### config.mk
export PLATFORM = sky130hd
export DESIGN_NAME = fetch_stage
export DESIGN_NICKNAME = d
export VERILOG_FILES = /design/src/rtl/fetch_stage.sv
export SDC_FILE = /design/constraint.sdc
export NUM_CORES = 1
export LEC_CHECK = 0
export BUFFER_PORTS_ARGS = -buffer_cell sky130_fd_sc_hd__buf_2
export CAP_MARGIN = 20
export CORE_ASPECT_RATIO = 0.7
export CORE_MARGIN = 5
export CORE_UTILIZATION = 35
export CTS_CLUSTER_DIAMETER = 50
export DETAILED_ROUTE_END_ITERATION = 7
export GPL_ROUTABILITY_DRIVEN = 1
export PLACE_DENSITY_LB_ADDON = 0.1
export SLEW_MARGIN = 20
export SYNTH_ARGS = -nofsm -noshare
export SYNTH_HDL_FRONTEND = slang
export SYNTH_SLANG_ARGS = --single-unit
### constraint.sdc
create_clock -name clk -period 6.4 [get_ports clk]
set_clock_uncertainty 0.1 [all_clocks]
set_input_delay 0.64 -clock clk [delete_from_list [all_inputs] [get_ports clk]]
set_output_delay 0.64 -clock clk [all_outputs]
set_load 0.05 [all_outputs]
### src/rtl/fetch_stage.sv
// Instruction-fetch stage: owns the PC, requests words from the instruction cache,
// buffers one word across decode stalls, and handles redirects and HALT.
module fetch_stage #(
    parameter logic [15:0] RESET_PC  = 16'h0000,
    parameter logic [15:0] NOP_INSTR = 16'h0800
) (
    input  logic        clk,
    input  logic        rst,
    input  logic        stall_in,
    input  logic        redirect,
    input  logic [15:0] redirect_pc,
    output logic        imem_rd,
    output logic [15:0] imem_addr,
    input  logic [15:0] imem_data,
    input  logic        imem_done,
    output logic [15:0] Instr,
    output logic [15:0] pc_plus2,
    output logic        valid,
    output logic        halted
);

    localparam int unsigned W     = 16;
    localparam int unsigned OPC_W = 5;

    typedef enum logic [2:0] {
        S_FETCH,
        S_WAIT,
        S_HOLD,
        S_DRAIN,
        S_HALTED
    } state_t;

    state_t         state, state_d;
    logic [W-1:0]   pc, pc_d;
    logic [W-1:0]   drain_addr, drain_addr_d;
    logic [W-1:0]   buf_instr, buf_instr_d;
    logic [W-1:0]   buf_pc2, buf_pc2_d;
    logic [W-1:0]   instr_d, pc_plus2_d;
    logic           valid_d, halted_d;
    logic           issue;
    logic [W-1:0]   issue_instr, issue_pc2;

    // Request side: DRAIN keeps presenting the abandoned address until the cache finishes it.
    assign imem_rd   = !rst && (state == S_FETCH || state == S_WAIT || state == S_DRAIN);
    assign imem_addr = (state == S_DRAIN) ? drain_addr : pc;

    // Next-state and datapath.
    always_comb begin
        state_d      = state;
        pc_d         = pc;
        drain_addr_d = drain_addr;
        buf_instr_d  = buf_instr;
        buf_pc2_d    = buf_pc2;
        instr_d      = Instr;
        pc_plus2_d   = pc_plus2;
        valid_d      = valid;
        halted_d     = halted;
        issue        = 1'b0;
        issue_instr  = imem_data;
        issue_pc2    = pc + W'(2);

        unique case (state)
            S_FETCH, S_WAIT: begin
                if (imem_done) begin
                    pc_d = pc + W'(2);
                    if (stall_in) begin
                        buf_instr_d = imem_data;
                        buf_pc2_d   = pc + W'(2);
                        state_d     = S_HOLD;
                    end else begin
                        issue   = 1'b1;
                        state_d = S_FETCH;
                    end
                end else begin
                    state_d = S_WAIT;
                end
            end
            S_HOLD: begin
                if (!stall_in) begin
                    issue       = 1'b1;
                    issue_instr = buf_instr;
                    issue_pc2   = buf_pc2;
                    state_d     = S_FETCH;
                end
            end
            S_DRAIN: begin
                if (imem_done) begin
                    state_d = S_FETCH;
                end
            end
            S_HALTED: begin
                state_d = S_HALTED;
            end
            default: begin
                state_d = S_FETCH;
            end
        endcase

        if (issue) begin
            instr_d    = issue_instr;
            pc_plus2_d = issue_pc2;
            valid_d    = 1'b1;
            if (issue_instr[W-1 -: OPC_W] == OPC_W'(0)) begin
                halted_d = 1'b1;
                state_d  = S_HALTED;
            end
        end else if (!stall_in) begin
            instr_d = NOP_INSTR;
            valid_d = 1'b0;
        end

        // Redirect squashes everything; an unfinished request must still be drained.
        if (redirect) begin
            pc_d     = redirect_pc;
            instr_d  = NOP_INSTR;
            valid_d  = 1'b0;
            halted_d = 1'b0;
            if (state == S_DRAIN) begin
                state_d = imem_done ? S_FETCH : S_DRAIN;
            end else if ((state == S_FETCH || state == S_WAIT) && !imem_done) begin
                drain_addr_d = pc;
                state_d      = S_DRAIN;
            end else begin
                state_d = S_FETCH;
            end
        end
    end

    always_ff @(posedge clk) begin
        if (rst) begin
            state      <= S_FETCH;
            pc         <= RESET_PC;
            drain_addr <= '0;
            buf_instr  <= '0;
            buf_pc2    <= '0;
            Instr      <= NOP_INSTR;
            pc_plus2   <= '0;
            valid      <= 1'b0;
            halted     <= 1'b0;
        end else begin
            state      <= state_d;
            pc         <= pc_d;
            drain_addr <= drain_addr_d;
            buf_instr  <= buf_instr_d;
            buf_pc2    <= buf_pc2_d;
            Instr      <= instr_d;
            pc_plus2   <= pc_plus2_d;
            valid      <= valid_d;
            halted     <= halted_d;
        end
    end

endmodule
==> results of run 1 <==
## state kept, by name, summed over array words and instances (netlist names)
name / cells
valid: 1
buf_pc2: 16
state: 3
buf_instr: 16
halted: 1
pc_plus2: 16
Instr: 16
drain_addr: 16
pc: 16
## logic make-up (layout without fill, tap and decap cells)
kind of cell,count (synthesis),after routing,share of synthesized area (%)
flops,101,101,45.3
compound gates,116,116,17.8
xor+xnor,24,24,4.71
mux,24,24,5.97
simple gates,203,203,20.9
fa+ha+maj,1,1,0.280
buf+inv,57,115,5.02
## tightest hold or removal path, stage by stage (launching register included)
cell     delay, ps
dfxtp_1        310
nand2_1         50
nand2_1         40
## through the flow
stage | util (%) | cell area [µm²]
5_1_grt | 42.2 | 5260
3_5_place_dp | 39.9 | 4970
3_3_place_gp | 39.9 | 4970
2_1_floorplan | - | 4460
4_1_cts | 42.2 | 5260
6_report | 42.2 | 5260
## report_power, final
part	internal [mW]	total, mW	switching, mW
clock	0.274	0.539	0.265
combinational	0.0755	0.242	0.167
sequential	0.663	0.698	0.0349
## cell usage after synthesis (2+ instances only)
library cell / count / area, µm²
a211oi_1: 25 / 188
a21oi_1: 49 / 245
a221oi_1: 11 / 96.3
a22oi_1: 5 / 37.5
a311oi_1: 5 / 43.8
and2_1: 2 / 12.5
buf_2: 8 / 40.0
clkbuf_1: 41 / 154
dfxtp_1: 101 / 2020
inv_1: 6 / 22.5
mux2_2: 21 / 236
mux2i_1: 3 / 30.0
nand2_1: 86 / 323
nand3_1: 6 / 30.0
nand4_1: 4 / 25.0
nor2_1: 49 / 184
nor2b_1: 11 / 68.8
nor3_1: 21 / 105
nor4_1: 7 / 43.8
o21ai_0: 2 / 10.0
o221ai_1: 11 / 96.3
or4_1: 4 / 30.0
xnor2_1: 18 / 158
xor2_1: 6 / 52.6
## layer usage
layer / global-route usage (%) / share of wire, % / vias up
met5: 0 / 0 / -
met4: 3.36 / 0.87 / 0
met3: 4.18 / 6.5 / 9
met2: 21.7 / 40 / 118
met1: 25.4 / 53 / 1845
li1: - / - / 1968
## cell type report
type	instances	area share, %
repair buffers	92	8.99
clock inverters	7	1.21
clock buffers	9	4.28
multi-input cells	368	42.7
flip-flops and latches	101	38.4
well taps	162	3.85
inverters	7	0.499
## worst min path at each step
stage | startpoint | to | slack (ps) | cells after the start
2_1_floorplan | drain_addr[0] | drain_addr[0] | 330 | 2
3_5_place_dp | halted | halted | 330 | 2
4_1_cts | halted | halted | 350 | 2
3_3_place_gp | halted | halted | 330 | 2
6_report | halted | halted | 340 | 2
5_1_grt | drain_addr[10] | drain_addr[10] | 370 | 2
==> impl_results.md, run 1 <==
* Detailed Place HPWL at 8470 µm
* Pre-CTS WS at 3380 ps
* Max H-tree Level at 3
* Drt via density at 5.28
* Vias in the first global route at 3,686
* Number of synthesized flops with an enable pin at 0
* Layout area overhead at 17.9%
* WP data required at 5660 ps
* Slowest stage delay, CP at 730 ps
* Post-Route Setup TNS at 0 ps
* CTS Root Cell: clkbuf_16
* Slowest-stage cell, CP: nand3b_1
* Count of final setup violators at 0
* WHS at 344 ps
* Antenna Cells at 0
* CTS Buf Count at 9
* Share of the clock period used by the worst path at 51.2%
* Final Power at 1.48 mW
* Crit path buffers/inverters at 1
* Post-Layout Cell Count at 746
* Postcts setup bufs at 0
* Worst path arrival time at 2540 ps
* Core Area at 12,500 µm²
* Total congestion overflow at 0
* Setup CP Type: reg2out
* GRT Resource Usage Total at 16.1%
* Register area share after synthesis at 45.3%
* Yosys warnings at 0
* Row Count at 34
* Wirelength per Cell at 16.6 µm
* Clock insertion delay at the later pin of the skew report at 350 ps
* First-pass GRT wire length at 20,000 µm
* Fill cell count at 1,295
* Maximum buffer depth of the clock tree at 2
* Reg clk slew, reported paths at 80 ps
* Die ar. at 15,100 µm²
* Seq. cell area at 2020 µm²
* Hold/Removal Path Class: reg2reg
* Min cycle time layout at 3280 ps
* # port buffers at 87
* Fraction of layout instances using a drive strength above 1 at 23.6%
* Synth Instances at 526
* Crit. Startpoint: state[1]
* Max IR drop VDD at 0.000138 V
* CTS tree: built
* Maxcap violations at 0
* Final WS setup at 3120 ps
* Initial antenna violation count at 0
* Async S/R FF share, synth at 0%
* DRC violations left at 0
* Clock sinks at 101
* Die Wd at 145 µm
* Multi-input logic area at 2250 µm²
* Cell count along the critical path at 3
* Slew @ Worst Pin at 907 ps
* Crit Reg-Reg Startpoint: pc[5]
* RePlAce Congestion at 0.753
* Final wirelength at 12,400 µm
* Register-to-register path setup slack at 3710 ps
* CP startpoint kind: flop
* Starting DRT DRC Count at 224
* Starting Density at 35.8%
* CP Max Fanout at 16
* Die H at 104 µm
* Slew Viols, Final at 0
* # hold bufs at CTS at 0
* Crit path capture: imem_addr[15]
* Critical path, cell by cell: nand3b_1 -> mux2_2 -> buf_2
* Placed cell count at 730
* Flops & latches, synth at 101
* Worst reg-to-reg path cell count at 4
* First-pass DRT Iterations at 5
* FMAX at 305 MHz
* Most frequent cells in the layout: dfxtp_1 (101), buf_2 (87), nand2_1 (86)
* Fin. Hold Viols at 0
* Reg-to-reg endpoint: pc[14]
* Post-CTS Resized at 0
* Syn_nets at 564
* Commonest non-fill, non-tap cell in the layout: dfxtp_1
* Post-DRT Antenna Nets at 0
* Slew headroom at 39.1%
* Status: completed
* Largest net degree at the start of global routing at 45
* Synth unique cells at 48
* RSZ-0062 raised after global routing: false
* Vias at 3,940
* Worst setup EP type: output pin
* Post-Syn Area at 4460 µm²
* Cell family with most CP delay: simple AND/OR/NAND/NOR gates
* Pwr Density at 281 nW/µm²
* Total Nets Final at 617
* I/O pin cnt at 88
* Main synth FF type: dfxtp_1
* Mean post-synth cell area at 8.48 µm²
* Leak Pwr at 2.01 nW
Note: power is estimated with default switching activity, not from simulation.
==> run 2, diff against run 1 <==
Settings changed: ABC_AREA set to 1.
Clock period 6.4 ns to 3 ns, I/O delays scaled along.
==> run 2 against run 1 <==
  * Flip-flop and latch count unchanged
  * Combinational power rose to 2.6 times the previous value
  * Power up 130%
  * Largest power group unchanged
  * Critical endpoint is now imem_addr[7]
  * Highest routed layer unchanged
  * Non-clock buffer count up 3
  * Sequential power up 110%
  * Register-to-register slack worse by 2800 ps
==> impl_results.md, run 2 <==
* Status: completed
* Hold/Removal Path Class: in2reg
* CP Max Fanout at 30
* Post-Layout Cell Count at 962
* Top post-synthesis cells by area: dfxtp_1 (40%), nand2_1 (14%), o21ai_0 (7.6%)
* RSZ-0062 raised after global routing: false
* Register area share after synthesis at 40.3%
* CP startpoint kind: flop
* DRC violations left at 0
* Max IR drop VDD at 0.000269 V
* Clock sinks at 101
* Drt via density at 5.08
* Final Power at 3.34 mW
* Fill cell count at 1,477
* Post-Route Setup TNS at 0 ps
* FMAX at 385 MHz
* # hold bufs at CTS at 0
* I/O pin cnt at 88
* Initial antenna violation count at 0
* CTS tree: built
* Antenna Cells at 0
* GRT met1 Usage at 26.8%
* Post-CTS Resized at 0
* Die H at 110 µm
* Worst path arrival time at 2200 ps
* RePlAce Congestion at 0.849
* GRT busiest layer: met1
* Synth Instances at 708
* Most frequent cells in the layout: nand2_1 (184), dfxtp_1 (101), buf_2 (87)
* Clock insertion delay at the later pin of the skew report at 340 ps
* Pwr Density at 575 nW/µm²
* Placed cell count at 948
* Combinational share of power at 18.8%
* Flops & latches, synth at 101
* Min cycle time layout at 2600 ps
* Maximum buffer depth of the clock tree at 2
* GRT met2 Usage at 25.5%
* Yosys warnings at 0
* CTS Buf Count at 9
* Fin. Hold Viols at 0
* Slew headroom at 46.0%
* Worst setup EP type: output pin
* Die ar. at 16,900 µm²
* Starting Density at 35.9%
* Mean post-synth cell area at 7.08 µm²
* Detailed Place HPWL at 10,300 µm
* Maxcap violations at 0
* Die Wd at 153 µm
* Number of synthesized flops with an enable pin at 0
* Synth unique cells at 34
* Sw frac at 30.1%
* Layout area overhead at 15.8%
* Core Area at 14,000 µm²
* Starting DRT DRC Count at 340
* WP data required at 2600 ps
* Vias in the first global route at 4,607
* First-pass DRT Iterations at 4
* Fraction of layout instances using a drive strength above 1 at 19.6%
* First-pass GRT wire length at 24,000 µm
* Share of the clock period used by the worst path at 86.7%
* Row Count at 36
* Syn_nets at 746
* Final Cell Area at 5810 µm²
* Post-Syn Area at 5020 µm²
* GRT Resource Usage Total at 17.7%
* Met3 usage at 4.17%
* Area leader, netlist: dfxtp_1
* Slew Viols, Final at 0
* Post-DRT Antenna Nets at 0
* Synth top area share at 40.3%
* Vias at 4,886
* Final core utilization at 41.6%
* Final wirelength at 14,700 µm
* Total congestion overflow at 0
* Most frequent cells after synthesis: nand2_1 (184), dfxtp_1 (101), o21ai_0 (76)
* Placed Area at 5510 µm²
* Wirelength per Cell at 15.3 µm
* Largest net degree at the start of global routing at 59
* Slew @ Worst Pin at 810 ps
* Reg clk slew, reported paths at 60 ps
* Leak Pwr at 2.59 nW
* P_sw at 1.00 mW
* # port buffers at 87
* Setup CP Type: reg2out
* Async S/R FF share, synth at 0%
* Total Nets Final at 807
* Max H-tree Level at 3
* Internal power at 2.33 mW
* CTS Root Cell: clkbuf_16
* Postcts setup bufs at 0
* Commonest non-fill, non-tap cell in the layout: nand2_1
* Reg power frac at 44.7%
* Clk network pwr share at 36.5%
* Top-count cell post-synth: nand2_1
* Main synth FF type: dfxtp_1
* Count of final setup violators at 0
[run 2: cell count changes after synthesis, moves of 12 or more]
| cell | previous run | this run |
|---|---|---|
| a211oi_1 | 25 | 5 |
| a211oi_2 | 0 | 12 |
| a21oi_1 | 49 | 70 |
| a31oi_1 | 1 | 13 |
| clkbuf_1 | 41 | 17 |
| inv_1 | 6 | 52 |
| mux2_2 | 21 | 0 |
| nand2_1 | 86 | 184 |
| nand3_1 | 6 | 29 |
| nor3_1 | 21 | 0 |
| o21ai_0 | 2 | 76 |
| xnor2_1 | 18 | 2 |
[run 2: metal layers]
layer | vias up | routed length [µm]
met1 | 2291 | 7810
met2 | 138 | 5870
met3 | 7 | 896
li1 | 2450 | -
met4 | 0 | 106
met5 | - | 0
[run 2: power groups by stage]
stage	logic [mW]	registers (mW)	clock network, mW
final	0.628	1.49	1.22
after global placement	0.619	1.52	0
after floorplan	0.402	1.59	0
after global routing	0.699	1.50	1.30
after detailed placement	0.629	1.52	0
after CTS	0.631	1.49	1.25
[run 2: cell type report]
| type | instances | area [µm²] | area share (%) |
|---|---|---|---|
| Clock buffer | 12 | 236 | 4.07 |
| Clock inverter | 2 | 60.1 | 1.03 |
| Inverter | 60 | 225 | 3.88 |
| Multi-Input combinational cell | 502 | 2530 | 43.6 |
| Sequential cell | 101 | 2020 | 34.8 |
| Tap cell | 190 | 238 | 4.09 |
| Timing Repair Buffer | 95 | 495 | 8.53 |
[run 2: path summary, 6_finish.rpt]
kind	slack, ps	from	cells past startpoint	to
max reg2reg	890	state[1]	6	buf_instr[7]
min	80	imem_done	2	state[0]
max	400	state[1]	5	imem_addr[7]
min reg2reg	350	Instr[4]	2	Instr[4]
[run 2: logic make-up after synthesis]
logic type | Yosys count | share of synthesized area [%]
XOR/XNOR | 6 | 1.05
multiplexers | 12 | 2.39
flip-flops | 101 | 40.3
AO/OA/AOI/OAI | 193 | 22.2
AND/OR/NAND/NOR | 290 | 24.6
buffers and inverters | 105 | 9.25
adder cells (fa/ha/maj) | 1 | 0.249
[run 2: worst max-delay path: stages (launching register included)]
cell and delay [ps]:
dfxtp_1 410, nand3_1 280, inv_1 640, nand2_1 100, o21ai_0 130, buf_2 310
[run 2: metrics by stage]
stage               setup slack, ps  hold slack (ps)
finish                          400             80.2
global route                   90.9             73.9
CTS                             387             61.7
detailed placement              766              340
global placement                812              338
floorplan                       716              272
